`src/rtl/uart_pkg.sv`:
```
// uart_pkg -- definitions shared by the UART transmit and receive FSMs.
//   UART_DATA_W  : payload width of one frame
//   uart_state_e : frame-level state encoding (IDLE, START, DATA, PARITY, STOP)
//   even_par()   : even-parity bit of a data word (XOR of all bits)
package uart_pkg;

  localparam int UART_DATA_W = 8;

  typedef enum logic [2:0] {
    IDLE   = 3'b000,
    START  = 3'b001,
    DATA   = 3'b010,
    PARITY = 3'b011,
    STOP   = 3'b100
  } uart_state_e;

  function automatic logic even_par(input logic [UART_DATA_W-1:0] data);
    return ^data;
  endfunction

endpackage

```
`src/rtl/uart_rx_sync.sv`:
```
// uart_rx_sync -- multi-flop synchronizer for the asynchronous serial line.
// All stages reset to 1 so that the idle-high line does not look like a
// start bit straight out of reset.
//   clk, rst : clock, asynchronous active-high reset
//   d        : asynchronous input
//   q        : synchronized output (STAGES clk cycles of latency)
module uart_rx_sync #(
  parameter int STAGES = 2
) (
  input  logic clk,
  input  logic rst,
  input  logic d,
  output logic q
);

  logic [STAGES-1:0] sync_q;
  logic [STAGES-1:0] sync_d;

  always_comb begin
    sync_d = {sync_q[STAGES-2:0], d};
  end

  always_ff @(posedge clk or posedge rst) begin
    if (rst) sync_q <= '1;
    else     sync_q <= sync_d;
  end

  assign q = sync_q[STAGES-1];

endmodule

```
`src/rtl/uart_rx_fsm.sv`:
```
// uart_rx_fsm -- oversampling UART receiver.
// Frame: start(0), 8 data bits LSB first, even parity, stop(1).
// Optional build macro UART_RX_MAJORITY_EN: every sample point takes a 2-of-3
// vote over three consecutive ticks instead of a single sample.
// Ports:
//   clk, rst   : clock, asynchronous active-high reset
//   tick       : one-cycle oversample enable at OVERSAMPLE x baud
//   rx         : asynchronous serial input, idles high
//   rx_data    : last received byte, held until the next frame completes
//   rx_valid   : one-cycle strobe when rx_data/parity_err/frame_err update
//   rx_busy    : high while a frame is in progress
//   parity_err : received parity differs from even parity of rx_data
//   frame_err  : sampled stop bit was 0
//   dbg_state  : current FSM state (uart_state_e encoding)
// Handshake: rx_valid is a strobe with no ready; the consumer must capture
// rx_data and the flags on the cycle rx_valid is high (they stay held after).
module uart_rx_fsm
  import uart_pkg::*;
#(
  parameter int OVERSAMPLE  = 16,
  parameter int SYNC_STAGES = 2
) (
  input  logic                   clk,
  input  logic                   rst,
  input  logic                   tick,
  input  logic                   rx,
  output logic [UART_DATA_W-1:0] rx_data,
  output logic                   rx_valid,
  output logic                   rx_busy,
  output logic                   parity_err,
  output logic                   frame_err,
  output logic [2:0]             dbg_state
);

  localparam int CNT_W = $clog2(OVERSAMPLE);
  localparam int IDX_W = $clog2(UART_DATA_W);

`ifdef UART_RX_MAJORITY_EN
  // The vote needs one tick past the target, so the decision happens one
  // tick late; data-phase targets move one tick earlier to compensate and
  // keep the bit period at OVERSAMPLE ticks.
  localparam int VOTE_LAG = 1;
  localparam int BIT_TGT  = OVERSAMPLE - 2;
`else
  localparam int VOTE_LAG = 0;
  localparam int BIT_TGT  = OVERSAMPLE - 1;
`endif

  localparam logic [CNT_W-1:0] START_DEC = CNT_W'(OVERSAMPLE / 2 - 1 + VOTE_LAG);
  localparam logic [CNT_W-1:0] BIT_DEC   = CNT_W'(BIT_TGT + VOTE_LAG);
  localparam logic [IDX_W-1:0] IDX_LAST  = IDX_W'(UART_DATA_W - 1);

  logic rx_s;
  logic sample;

  uart_state_e            state_q, state_d;
  logic [CNT_W-1:0]       cnt_q, cnt_d;
  logic [IDX_W-1:0]       bit_idx_q, bit_idx_d;
  logic [UART_DATA_W-1:0] shift_q, shift_d;
  logic                   par_q, par_d;
  logic [UART_DATA_W-1:0] rx_data_q, rx_data_d;
  logic                   parity_err_q, parity_err_d;
  logic                   frame_err_q, frame_err_d;
  logic                   rx_valid_q, rx_valid_d;
  logic                   rx_busy_q, rx_busy_d;

  uart_rx_sync #(.STAGES(SYNC_STAGES)) u_sync (
    .clk (clk),
    .rst (rst),
    .d   (rx),
    .q   (rx_s)
  );

`ifdef UART_RX_MAJORITY_EN
  // hist_q[1] is rx_s two ticks ago, hist_q[0] one tick ago.
  logic [1:0] hist_q, hist_d;

  always_comb begin
    hist_d = hist_q;
    if (tick) hist_d = {hist_q[0], rx_s};
  end

  always_ff @(posedge clk or posedge rst) begin
    if (rst) hist_q <= 2'b11;
    else     hist_q <= hist_d;
  end

  assign sample = (hist_q[1] & hist_q[0]) | (hist_q[1] & rx_s) | (hist_q[0] & rx_s);
`else
  assign sample = rx_s;
`endif

  always_comb begin
    state_d      = state_q;
    cnt_d        = cnt_q;
    bit_idx_d    = bit_idx_q;
    shift_d      = shift_q;
    par_d        = par_q;
    rx_data_d    = rx_data_q;
    parity_err_d = parity_err_q;
    frame_err_d  = frame_err_q;
    rx_valid_d   = 1'b0;        // strobe drops on the next clk regardless of tick
    rx_busy_d    = rx_busy_q;

    if (tick) begin
      cnt_d = cnt_q + 1'b1;
      unique case (state_q)
        IDLE: begin
          cnt_d = '0;
          if (!rx_s) begin
            state_d   = START;
            rx_busy_d = 1'b1;
          end
        end
        START: begin
          if (cnt_q == START_DEC) begin
            cnt_d = '0;
            if (!sample) begin
              state_d   = DATA;
              bit_idx_d = '0;
            end else begin
              state_d   = IDLE;   // false start: glitch shorter than half a bit
              rx_busy_d = 1'b0;
            end
          end
        end
        DATA: begin
          if (cnt_q == BIT_DEC) begin
            cnt_d              = '0;
            shift_d[bit_idx_q] = sample;
            bit_idx_d          = bit_idx_q + 1'b1;
            if (bit_idx_q == IDX_LAST) state_d = PARITY;
          end
        end
        PARITY: begin
          if (cnt_q == BIT_DEC) begin
            cnt_d   = '0;
            par_d   = sample;
            state_d = STOP;
          end
        end
        STOP: begin
          if (cnt_q == BIT_DEC) begin
            cnt_d        = '0;
            rx_data_d    = shift_q;
            parity_err_d = par_q ^ even_par(shift_q);
            frame_err_d  = ~sample;
            rx_valid_d   = 1'b1;
            rx_busy_d    = 1'b0;
            state_d      = IDLE;
          end
        end
        default: begin
          cnt_d     = '0;
          rx_busy_d = 1'b0;
          state_d   = IDLE;
        end
      endcase
    end
  end

  always_ff @(posedge clk or posedge rst) begin
    if (rst) begin
      state_q      <= IDLE;
      cnt_q        <= '0;
      bit_idx_q    <= '0;
      shift_q      <= '0;
      par_q        <= 1'b0;
      rx_data_q    <= '0;
      parity_err_q <= 1'b0;
      frame_err_q  <= 1'b0;
      rx_valid_q   <= 1'b0;
      rx_busy_q    <= 1'b0;
    end else begin
      state_q      <= state_d;
      cnt_q        <= cnt_d;
      bit_idx_q    <= bit_idx_d;
      shift_q      <= shift_d;
      par_q        <= par_d;
      rx_data_q    <= rx_data_d;
      parity_err_q <= parity_err_d;
      frame_err_q  <= frame_err_d;
      rx_valid_q   <= rx_valid_d;
      rx_busy_q    <= rx_busy_d;
    end
  end

  assign rx_data    = rx_data_q;
  assign rx_valid   = rx_valid_q;
  assign rx_busy    = rx_busy_q;
  assign parity_err = parity_err_q;
  assign frame_err  = frame_err_q;
  assign dbg_state  = state_q;

endmodule
```
`config.mk`:
```
export PLATFORM = sky130hd
export DESIGN_NAME = uart_rx_fsm
export DESIGN_NICKNAME = d
export VERILOG_FILES = /design/src/rtl/uart_pkg.sv /design/src/rtl/uart_rx_sync.sv /design/src/rtl/uart_rx_fsm.sv
export SDC_FILE = /design/constraint.sdc
export NUM_CORES = 1
export LEC_CHECK = 0
export ABC_AREA = 1
export BUFFER_PORTS_ARGS = -buffer_cell sky130_fd_sc_hd__buf_2
export CELL_PAD_IN_SITES_DETAIL_PLACEMENT = 0
export CELL_PAD_IN_SITES_GLOBAL_PLACEMENT = 1
export CORE_MARGIN = 8
export CORE_UTILIZATION = 35
export DETAILED_ROUTE_END_ITERATION = 6
export HOLD_SLACK_MARGIN = 0.06
export MAX_ROUTING_LAYER = met4
export PLACE_DENSITY = 0.78
export RECOVER_POWER = 100
export SLEW_MARGIN = 5
export SYNTH_ARGS = -nofsm -noshare
export SYNTH_HDL_FRONTEND = slang
export SYNTH_SLANG_ARGS = --single-unit
```
`constraint.sdc`:
```
create_clock -name clk -period 1.4 [get_ports clk]
set_input_delay 0.28 -clock clk [delete_from_list [all_inputs] [get_ports clk]]
set_output_delay 0.28 -clock clk [all_outputs]
set_load 0.02 [all_outputs]
```
# After elaboration in Yosys (flattened, before gate mapping)
# Index checks and enable logic that the tools add are counted.
# W data, S select, Z words.
[classes] addsub=2 bitwise=3 eq_ne=15 muxes=26 n_reduce_logical=12 n_lt_le_gt_ge=2
[ops] operator="$mux W3" count=9
[ops] operator="$pmux W3 S5" count=1
[ops] operator="$ne A2 B2 Y1 const B" count=7
[ops] operator="$reduce_and A3 Y1" count=3
[ops] operator="$bwmux W8" count=1
[ops] operator="$mux W1" count=8
[ops] operator="$mux W4" count=2
[ops] operator="$pmux W4 S2" count=1
[ops] operator="$reduce_xor A8 Y1" count=1
[ops] operator="$reduce_and A7 Y1" count=1
[ops] operator="$eq A3 B2 Y1 const B" count=2
[ops] operator="$eq A3 B3 Y1 const B" count=2
[ops] operator="$pmux W3 S2" count=1
[ops] operator="$reduce_and A6 Y1" count=1
[ops] operator="$reduce_and A5 Y1" count=1
[ops] operator="$add A4 B1 Y4 const B" count=1
[ops] operator="$eq A4 B3 Y1 const B" count=1
[ops] operator="$eq A4 B4 Y1 const B" count=1
[ops] operator="$lt A3 B4 Y1 const B" count=1
[ops] operator="$pmux W1 S4" count=1
[ops] operator="$add A3 B1 Y3 const B" count=1
[ops] operator="$demux W1 S3" count=1
[ops] operator="$eq A3 B1 Y1 const B" count=1
[ops] operator="$ge A3 B1 Y1 const B" count=1
[ops] operator="9 further kinds" count=10
[word_totals] register_bits=33 in_bits=4 wordCells=71

# Longest topological paths before layout
# Gate-level depths: netlist of the first run.
[logic_depth] depth_word=5 ltp_mapped=9

# Cells and area by module
# Synthesis of the first run repeated with hierarchy kept, for this count alone.
[hier_totals] hier_cells=204 hier_area_um2=1704.1
[modules_own_cells] module="uart_rx_fsm" seq_area_each_um2=775.7 cells_each=201 area_each_um2=1647.8 n_inst=1
[modules_own_cells] module="uart_rx_sync" seq_area_each_um2=52.6 cells_each=3 area_each_um2=56.3 n_inst=1

# Worst setup path before layout of the first run
# Ideal clock, no wire load.
[synth_path] path_type="flip-flop to flip-flop" startpoint="register state_q[0], in the netlist dbg_state[0]" endpoint="register shift_q[2]" path_slack_ns=0.037 required_time_ns=1.275 stages_incl_launch_ff=7 setup_ns=0.125 arrival_time_ns=1.239 cell_sequence="dfrtp_1 nor2_4 nand2_4 nor3_4 nand2_1 nor2_1 a21oi_1"
[synth_via] elab_chain_cells=2
[synth_rtl] element="start, declared" line="uart_rx_fsm.sv:56" rtl="uart_state_e state_q, state_d;"
[synth_rtl] element="start signal, assigned" line="uart_rx_fsm.sv:175" rtl="state_q <= state_d;"
[synth_rtl] element="$eq A3 B2 Y1" line="uart_rx_fsm.sv:107" rtl="unique case (state_q)"
[synth_rtl] element="$reduce_and A3 Y1 (no line)"
[synth_rtl] element="end signal, assigned" line="uart_rx_fsm.sv:178" rtl="shift_q <= shift_d;"
[synth_rtl] element="end, declared" line="uart_rx_fsm.sv:59" rtl="logic [UART_DATA_W-1:0] shift_q, shift_d;"
# Every way passes these cells.
# A chain may end at the register's enable or synchronous reset.

# Worst setup path after layout of the first run
[layout_path] startpoint="register state_q[0], in the netlist dbg_state[0]" endpoint="output dbg_state[0]"
[layout_rtl] element="end, declared" line="uart_rx_fsm.sv:32" rtl="output logic [2:0] dbg_state"
# No word-level cell between the ends.

==> summary.txt, run 1 <==
Worst setup path
  • Worst Setup End Kind: primary output
  • CP top delay family: flip-flops
  • Worst path max stage delay: 0.48 ns
  • Crit Path Max Fanout: 6
  • WP buf/inv: 2
  • Critical path arrival: 1.07 ns
  • Flop2flop setup slack: 0.05 ns
  • Reg2reg end: shift_q[3]
  • Worst EP required: 1.12 ns
  • RR Startpoint: cnt_q[0]
  • Reg2Reg Depth: 6
  • Cell breakdown of the critical path: buf_4 -> buf_2
  • Slowest-stage cell, CP: dfrtp_2
  • Kind of critical path: flop to primary output
  • Critical Path Start Type: flop

Timing
  • Final setup viols: 0
  • Worst Skew: 0.00569 ns
  • Tcrit/Tclk final: 96.4%
  • Worst slew pin tran: 0.449 ns
  • Final worst setup slack: 0.0511 ns
  • Fin crit period: 1.35 ns
  • Final count of pins violating max slew: 0
  • Max frequency: 741 MHz
  • Setup TNS: 0 ns
  • Final hold violations: 0
  • RSZ-0062 raised after global routing: yes
  • Rel. slew slack: 70.1%

Synthesis
  • Mapped cell area: 1750 sq um
  • Post-Synthesis Cells: 203
  • Syn_nets: 210
  • Synth area leaders: dfrtp_1 44%, nand2_1 14%, inv_1 4.7%, nor2_1 3.2%, o21ai_1 3.1%
  • Largest area contributor in the netlist: dfrtp_1
  • Seq/Total Area, Yosys: 47.3%
  • Number of synthesized register bits: 33
  • Cell variety after synth: 29
  • Syn Area/Cell: 8.62 sq um
  • Post-synth top area share: 44.3%
  • Warning count from the yosys run: 0

Layout
  • Commonest non-fill, non-tap cell in the layout: nand2_1
  • Post-route cell area: 2150 sq um
  • NumNets Final: 248
  • Fin cells: 309
  • Layout cells sized above 1: 27.3%
  • Area grow syn2layout: 22.8%
  • Commonest non-fill, non-tap cells in the layout: 62 x nand2_1, 29 x dfrtp_1, 22 x inv_1
  • Fill count: 495
  • Antenna Cells: 0

Clocking
  • H-tree depth: 2
  • Root buffer cell: clkbuf_8
  • Clock slew at reported path FFs: 0.07 ns
  • CTS tree: done
  • Deepest clock path buffer count: 2
  • Later-pin clock latency in the skew report: 0.28 ns
  • Num Clock Sinks: 33
  • TritonCTS Buffers: 5

Drt
  • Via/cell ratio: 4.38
  • DR pass1 iterations: 4
  • DR WL/cell: 11.1 um
  • Drt initial violations: 57
  • DR DRC count: 0
  • Vias: 1353
  • Post-Route WL: 3430 um
  • DRT antenna net count: 0

Worst hold path
  • Hold Crit Endpoint: u_sync.sync_q[0]
  • Worst hold stages: 1
  • Hold WC Path Type: input pin to flop
  • Hold path start: rx

Placement
  • Gp weighted congestion: 0.848
  • Hpwl dp: 2570 um
  • Setup WS pre-CTS: -0.0209 ns
  • IO Port Bufs: 18
  • Placed Cells: 297
  • DP Area: 2010 sq um

Floorplan
  • Initial Util: 36.6%
  • Die H: 86.7 um
  • Die area: 7520 sq um
  • Area of the core: 4790 sq um
  • Die boundary width: 86.7 um
  • FP Rows: 25
  • Ports: 19

Power and ir drop
  • Maximum vdd drop: 0.725 mV
  • Leakage: 1.11 nW
  • PwrDens: 1280 nW/um^2

Global route
  • Antenna violations before repair: 0
  • Total GRT Usage: 10.5%
  • First-pass GRT wire length: 6070 um
  • Vias in the first global route: 1336
  • Largest net degree at the start of global routing: 34
  • GRT overflow: 0

Job
  • Maxcap violations: 0

Outcome
  • Status: complete, no violations
==> power breakdown <==
group | switching [W] | internal [W]
logic | 0.000513 | 0.000370
clock network | 0.000345 | 0.000344
registers | 0.000139 | 0.00105
==> cell type report <==
type / instances / area (sq um) / area share (%)
clock buffer: 6 / 72.6 / 3.38
timing repair buffer: 32 / 195 / 9.08
tap: 67 / 83.8 / 3.90
clock inverter: 2 / 10.0 / 0.466
sequential: 33 / 831 / 38.6
inverter: 27 / 108 / 5.01
multi-input combinational: 142 / 850 / 39.5
==> stage by stage <==
stage                     utilization, %  total power [W]  hold WS [ns]
after floorplan                        -          0.00175         0.284
after global placement              42.1          0.00199         0.338
after detailed placement            42.1          0.00200         0.339
after CTS                           44.5          0.00274        0.0855
after global routing                44.9          0.00295        0.0856
final                               44.9          0.00276        0.0948
==> worst max-delay path by stage <==
stage / from / end / slack [ns] / depth (start not counted)
final: dbg_state[0] / dbg_state[0] / 0.05 / 2
after global routing: dbg_state[0] / shift_q[3] / -0.05 / 6
after CTS: cnt_q[0] / shift_q[3] / 0.01 / 6
after detailed placement: cnt_q[0] / bit_idx_q[0] / -0.02 / 7
after global placement: cnt_q[0] / bit_idx_q[0] / 0.008 / 7
after floorplan: dbg_state[0] / shift_q[2] / 0.04 / 6
==> timing repair <==
| action | in CTS | in global routing |
|---|---|---|
| resized for setup | 5 | 7 |
| hold buffers | 1 | 0 |
| endpoints found under the hold margin | 31 | 0 |
| setup buffers | 0 | 3 |
| pin swaps | 1 | 5 |
| setup endpoints to repair | 17 | 16 |
==> worst reg2reg max path, delay by kind of cell, from the launching register on <==
family	cells	cell delay (ns)
AO/OA/AOI/OAI	1	0.05
AND/OR/NAND/NOR	4	0.61
flip-flops	1	0.40
adder cells (fa/ha/maj)	1	0.18
==> flip-flops by register name, indices dropped and copies added, names as in the netlist <==
register / flops
bit_idx_q: 3
cnt_q: 4
dbg_state: 3
frame_err: 1
par_q: 1
parity_err: 1
rx_busy: 1
rx_data: 8
rx_valid: 1
shift_q: 8
u_sync.sync_q: 2
==> logic make-up (layout without fill, tap and decap cells) <==
kind of cell               Yosys count  count (layout)  synth area share (%)
xor gates and xnor gates             2               2                  1.00
buffers and inverters               28              67                  6.79
muxes                                1               1                 0.643
AOI/OAI and AO/OA                   26              26                  9.15
DFF                                 33              33                  47.3
and+or+nand+nor                    110             110                  33.0
adders and majority gates            3               3                  2.14
==> layer usage <==
layer | GRT usage (%) | up-vias | routed length (um)
met5 | - | - | 0
li1 | - | 723 | -
met4 | 4.69 | 0 | 37
met1 | 11.4 | 608 | 1560
met2 | 17.1 | 18 | 1690
met3 | 3.31 | 4 | 143
==> Yosys cell counts <==
cell and instances:
nand3_1 9, clkinv_2 1, inv_2 3, o21ai_1 11
nor2_4 3, o21ai_2 6, nor3_2 1, a21o_1 2
mux2_2 1, nand4_2 1, nor2_8 1, inv_6 1
dfstp_2 2, nand2_4 4, nor3_4 3, o211ai_1 1
o21ai_0 2, nor2_2 1, inv_1 22, ha_1 3
nand2_2 1, dfrtp_1 31, buf_6 1, nand4_1 3
nor2_1 15, nand2_1 65, nand3_2 3, a21oi_1 4
xor2_1 2
No activity file was read; power rests on OpenSTA's default activity.
==> inputs of run 2 (changes only) <==
--- a/config.mk
+++ b/config.mk
@@ -7,7 +7,7 @@
 export LEC_CHECK = 0
 export ABC_AREA = 1
 export BUFFER_PORTS_ARGS = -buffer_cell sky130_fd_sc_hd__buf_2
-export CELL_PAD_IN_SITES_DETAIL_PLACEMENT = 0
+export CELL_PAD_IN_SITES_DETAIL_PLACEMENT = 1
 export CELL_PAD_IN_SITES_GLOBAL_PLACEMENT = 1
 export CORE_MARGIN = 8
 export CORE_UTILIZATION = 35
@@ -16,7 +16,7 @@
 export MAX_ROUTING_LAYER = met4
 export PLACE_DENSITY = 0.78
 export RECOVER_POWER = 100
-export SLEW_MARGIN = 5
+export SLEW_MARGIN = 0
 export SYNTH_ARGS = -nofsm -noshare
 export SYNTH_HDL_FRONTEND = slang
 export SYNTH_SLANG_ARGS = --single-unit
==> summary.txt, run 2 (synthesized netlist as in run 1, its figures left out) <==
Outcome
  • Status: complete, no violations

Worst setup path
  • Launch point of the worst path: cnt_q[0]
  • Worst EP required: 1.57 ns (+0.45 ns)
  • Slowest-stage cell, CP: dfrtp_1
  • Kind of critical path: flop to flop
  • RR Startpoint: cnt_q[0]
  • Critical path arrival: 1.55 ns (+0.48 ns)
  • Reg2Reg Depth: 8 (+2)
  • CP top delay family: simple AND/OR/NAND/NOR gates
  • Worst path max stage delay: 0.40 ns (-0.08 ns)
  • Crit Path Max Fanout: 4 (-2)
  • Stages on worst setup path: 8 (+6)
  • Cell mode on critical path: nand2_1
  • WP buf/inv: 0 (-2)
  • Worst Setup End Kind: flop
  • Critical Path Start Type: flop
  • Cell breakdown of the critical path: ha_4 -> nand3_2 -> nand2_2 -> nand2_1 -> nor2_1 -> nand2_1 -> nand2_1 -> o21ai_1

Layout
  • Fin cells: 307 (-0.65%)
  • Fill count: 589 (+19%)
  • Area grow syn2layout: 22.5%
  • Commonest non-fill, non-tap cells in the layout: 63 x nand2_1, 28 x dfrtp_1, 22 x inv_1
  • Layout cells sized above 1: 27.1% (-0.19 points)
  • Antenna Cells: 0 (unchanged)
  • Commonest non-fill, non-tap cell in the layout: nand2_1
  • NumNets Final: 246 (-0.81%)

Worst hold path
  • Hold path start: rx
  • Worst hold stages: 1 (unchanged)
  • Hold WC Path Type: input pin to flop

Global route
  • First-pass GRT wire length: 7030 um (+16%)
  • Antenna violations before repair: 0 (unchanged)
  • Busiest grt layer: met2
  • GRT overflow: 0 (unchanged)
  • M3 GR Usage: 3.02% (-0.28 points)
  • Total GRT Usage: 12.1% (+1.6 points)
  • GR Util met2: 21.3% (+4.2 points)
  • GR Util met1: 12.8% (+1.3 points)
  • Largest net degree at the start of global routing: 34 (unchanged)
  • Vias in the first global route: 1474 (+10%)

Clocking
  • Root buffer cell: clkbuf_8
  • Deepest clock path buffer count: 2 (unchanged)
  • Later-pin clock latency in the skew report: 0.29 ns (about the same)
  • H-tree depth: 2 (unchanged)
  • Num Clock Sinks: 33 (unchanged)
  • CTS tree: done
  • Clock slew at reported path FFs: 0.07 ns (about the same)
  • TritonCTS Buffers: 5 (unchanged)

Drt
  • Via/cell ratio: 4.55 (+3.9%)
  • Vias: 1397 (+3.3%)
  • Drt initial violations: 30 (-47%)
  • DR pass1 iterations: 3 (-1)
  • DR DRC count: 0 (unchanged)
  • DRT antenna net count: 0 (unchanged)
  • Post-Route WL: 4080 um (+19%)
  • DR WL/cell: 13.3 um (+20%)

Floorplan
  • FP Rows: 25 (unchanged)
  • Ports: 19 (unchanged)
  • Die H: 86.7 um (unchanged)
  • Die area: 7520 sq um (unchanged)
  • Area of the core: 4790 sq um (unchanged)
  • Die boundary width: 86.7 um (unchanged)
  • Initial Util: 36.6% (unchanged)

Timing
  • Final setup viols: 0 (unchanged)
  • Setup TNS: 0 ns (unchanged)
  • RSZ-0062 raised after global routing: yes
  • Rel. slew slack: 68.7% (-1.4 points)
  • Worst slew pin tran: 0.470 ns (+0.0215 ns)
  • Final hold violations: 0 (unchanged)
  • Tcrit/Tclk final: 98.6% (+2.3 points)
  • Worst Skew: 0.00632 ns (+0.000628 ns)
  • Final count of pins violating max slew: 0 (unchanged)
  • Max frequency: 724 MHz (-2.3%)
  • Fin crit period: 1.38 ns (+0.0322 ns)

Placement
  • Gp weighted congestion: 0.848 (unchanged)
  • Placed Cells: 297 (unchanged)
  • Hpwl dp: 3000 um (+17%)
  • IO Port Bufs: 18 (unchanged)

Power and ir drop
  • NetSw: 0.00104 W (+4.8%)
  • Clock Power Share: 25.1% (about the same)
  • Maximum vdd drop: 0.653 mV (-9.9%)
  • Leakage: 1.10 nW (-0.96%)
  • Part of the power in registers: 42.8% (about the same)
  • Power Internal: 0.00174 W (-1.1%)
  • Combinational fraction of design power: 32.1% (about the same)
  • PwrDens: 1300 nW/um^2 (+1.3%)
  • Switching Share: 37.5% (+1.4 points)

Job
  • Maxcap violations: 0 (unchanged)
[run 2: cell types whose count changed in the layout (fill, tap and decap cells not counted), sizes merged]
cell / before / now
clkbuf: 19 / 18
clkinvlp: 0 / 1
buf: 18 / 16
[run 2: power groups by stage]
| stage | Clock, W | Combinational, W | Sequential (W) |
|---|---|---|---|
| floorplan | 0 | 0.000538 | 0.00121 |
| detailed placement | 0 | 0.000843 | 0.00118 |
| CTS | 0.000734 | 0.000871 | 0.00118 |
| global placement | 0 | 0.000821 | 0.00117 |
| finish | 0.000698 | 0.000895 | 0.00119 |
| global route | 0.000764 | 0.000988 | 0.00121 |
[run 2: worst register-to-register path, delay by kind of cell, from the launching register on]
kind	cells	cell delay (ns)
AOI/OAI and AO/OA	1	0.05
DFF	1	0.40
adders and majority gates	1	0.19
and+or+nand+nor	6	0.62
[run 2: area by class of cell]
type | instances | area (sq um) | area share (%)
Clock inverter | 3 | 17.5 | 0.817
Timing Repair Buffer | 30 | 180 | 8.40
Multi-Input combinational cell | 142 | 855 | 39.8
Tap cell | 67 | 83.8 | 3.91
Inverter | 27 | 108 | 5.02
Clock buffer | 5 | 68.8 | 3.21
Sequential cell | 33 | 832 | 38.8
[run 2: through the flow]
step | instance area (sq um) | utilization (%) | hold WS, ns | power, W | worst slack, ns
floorplan | 1750 | - | 0.284 | 0.00175 | 0.0365
global route | 2140 | 44.8 | 0.0805 | 0.00296 | -0.0816
finish | 2140 | 44.8 | 0.0911 | 0.00278 | 0.0189
CTS | 2130 | 44.6 | 0.0790 | 0.00279 | 0.00228
global placement | 2010 | 42.1 | 0.338 | 0.00199 | 0.00774
detailed placement | 2010 | 42.1 | 0.344 | 0.00202 | -0.0412
[run 2: routing by layer]
| metal | up-vias | wire, um |
|---|---|---|
| met4 | 0 | 61 |
| met5 | - | 0 |
| met2 | 19 | 2140 |
| met3 | 5 | 159 |
| met1 | 660 | 1720 |
| li1 | 713 | - |
[run 2: final timing paths]
kind                                     to  slack [ns]
max in group asynchronous  u_sync.sync_q[0]        0.37
min                        u_sync.sync_q[0]        0.09
min in group asynchronous          cnt_q[3]        0.67
max reg2reg                         rx_busy        0.02
min reg2reg                u_sync.sync_q[1]        0.36
max                                 rx_busy        0.02
[run 2: what timing repair did]
action,in CTS,in global routing
setup endpoints to repair,26,22
hold buffers,1,0
endpoints found under the hold margin,31,0
pin swaps,0,3
buffers inserted,0,1
gates resized for setup,5,8
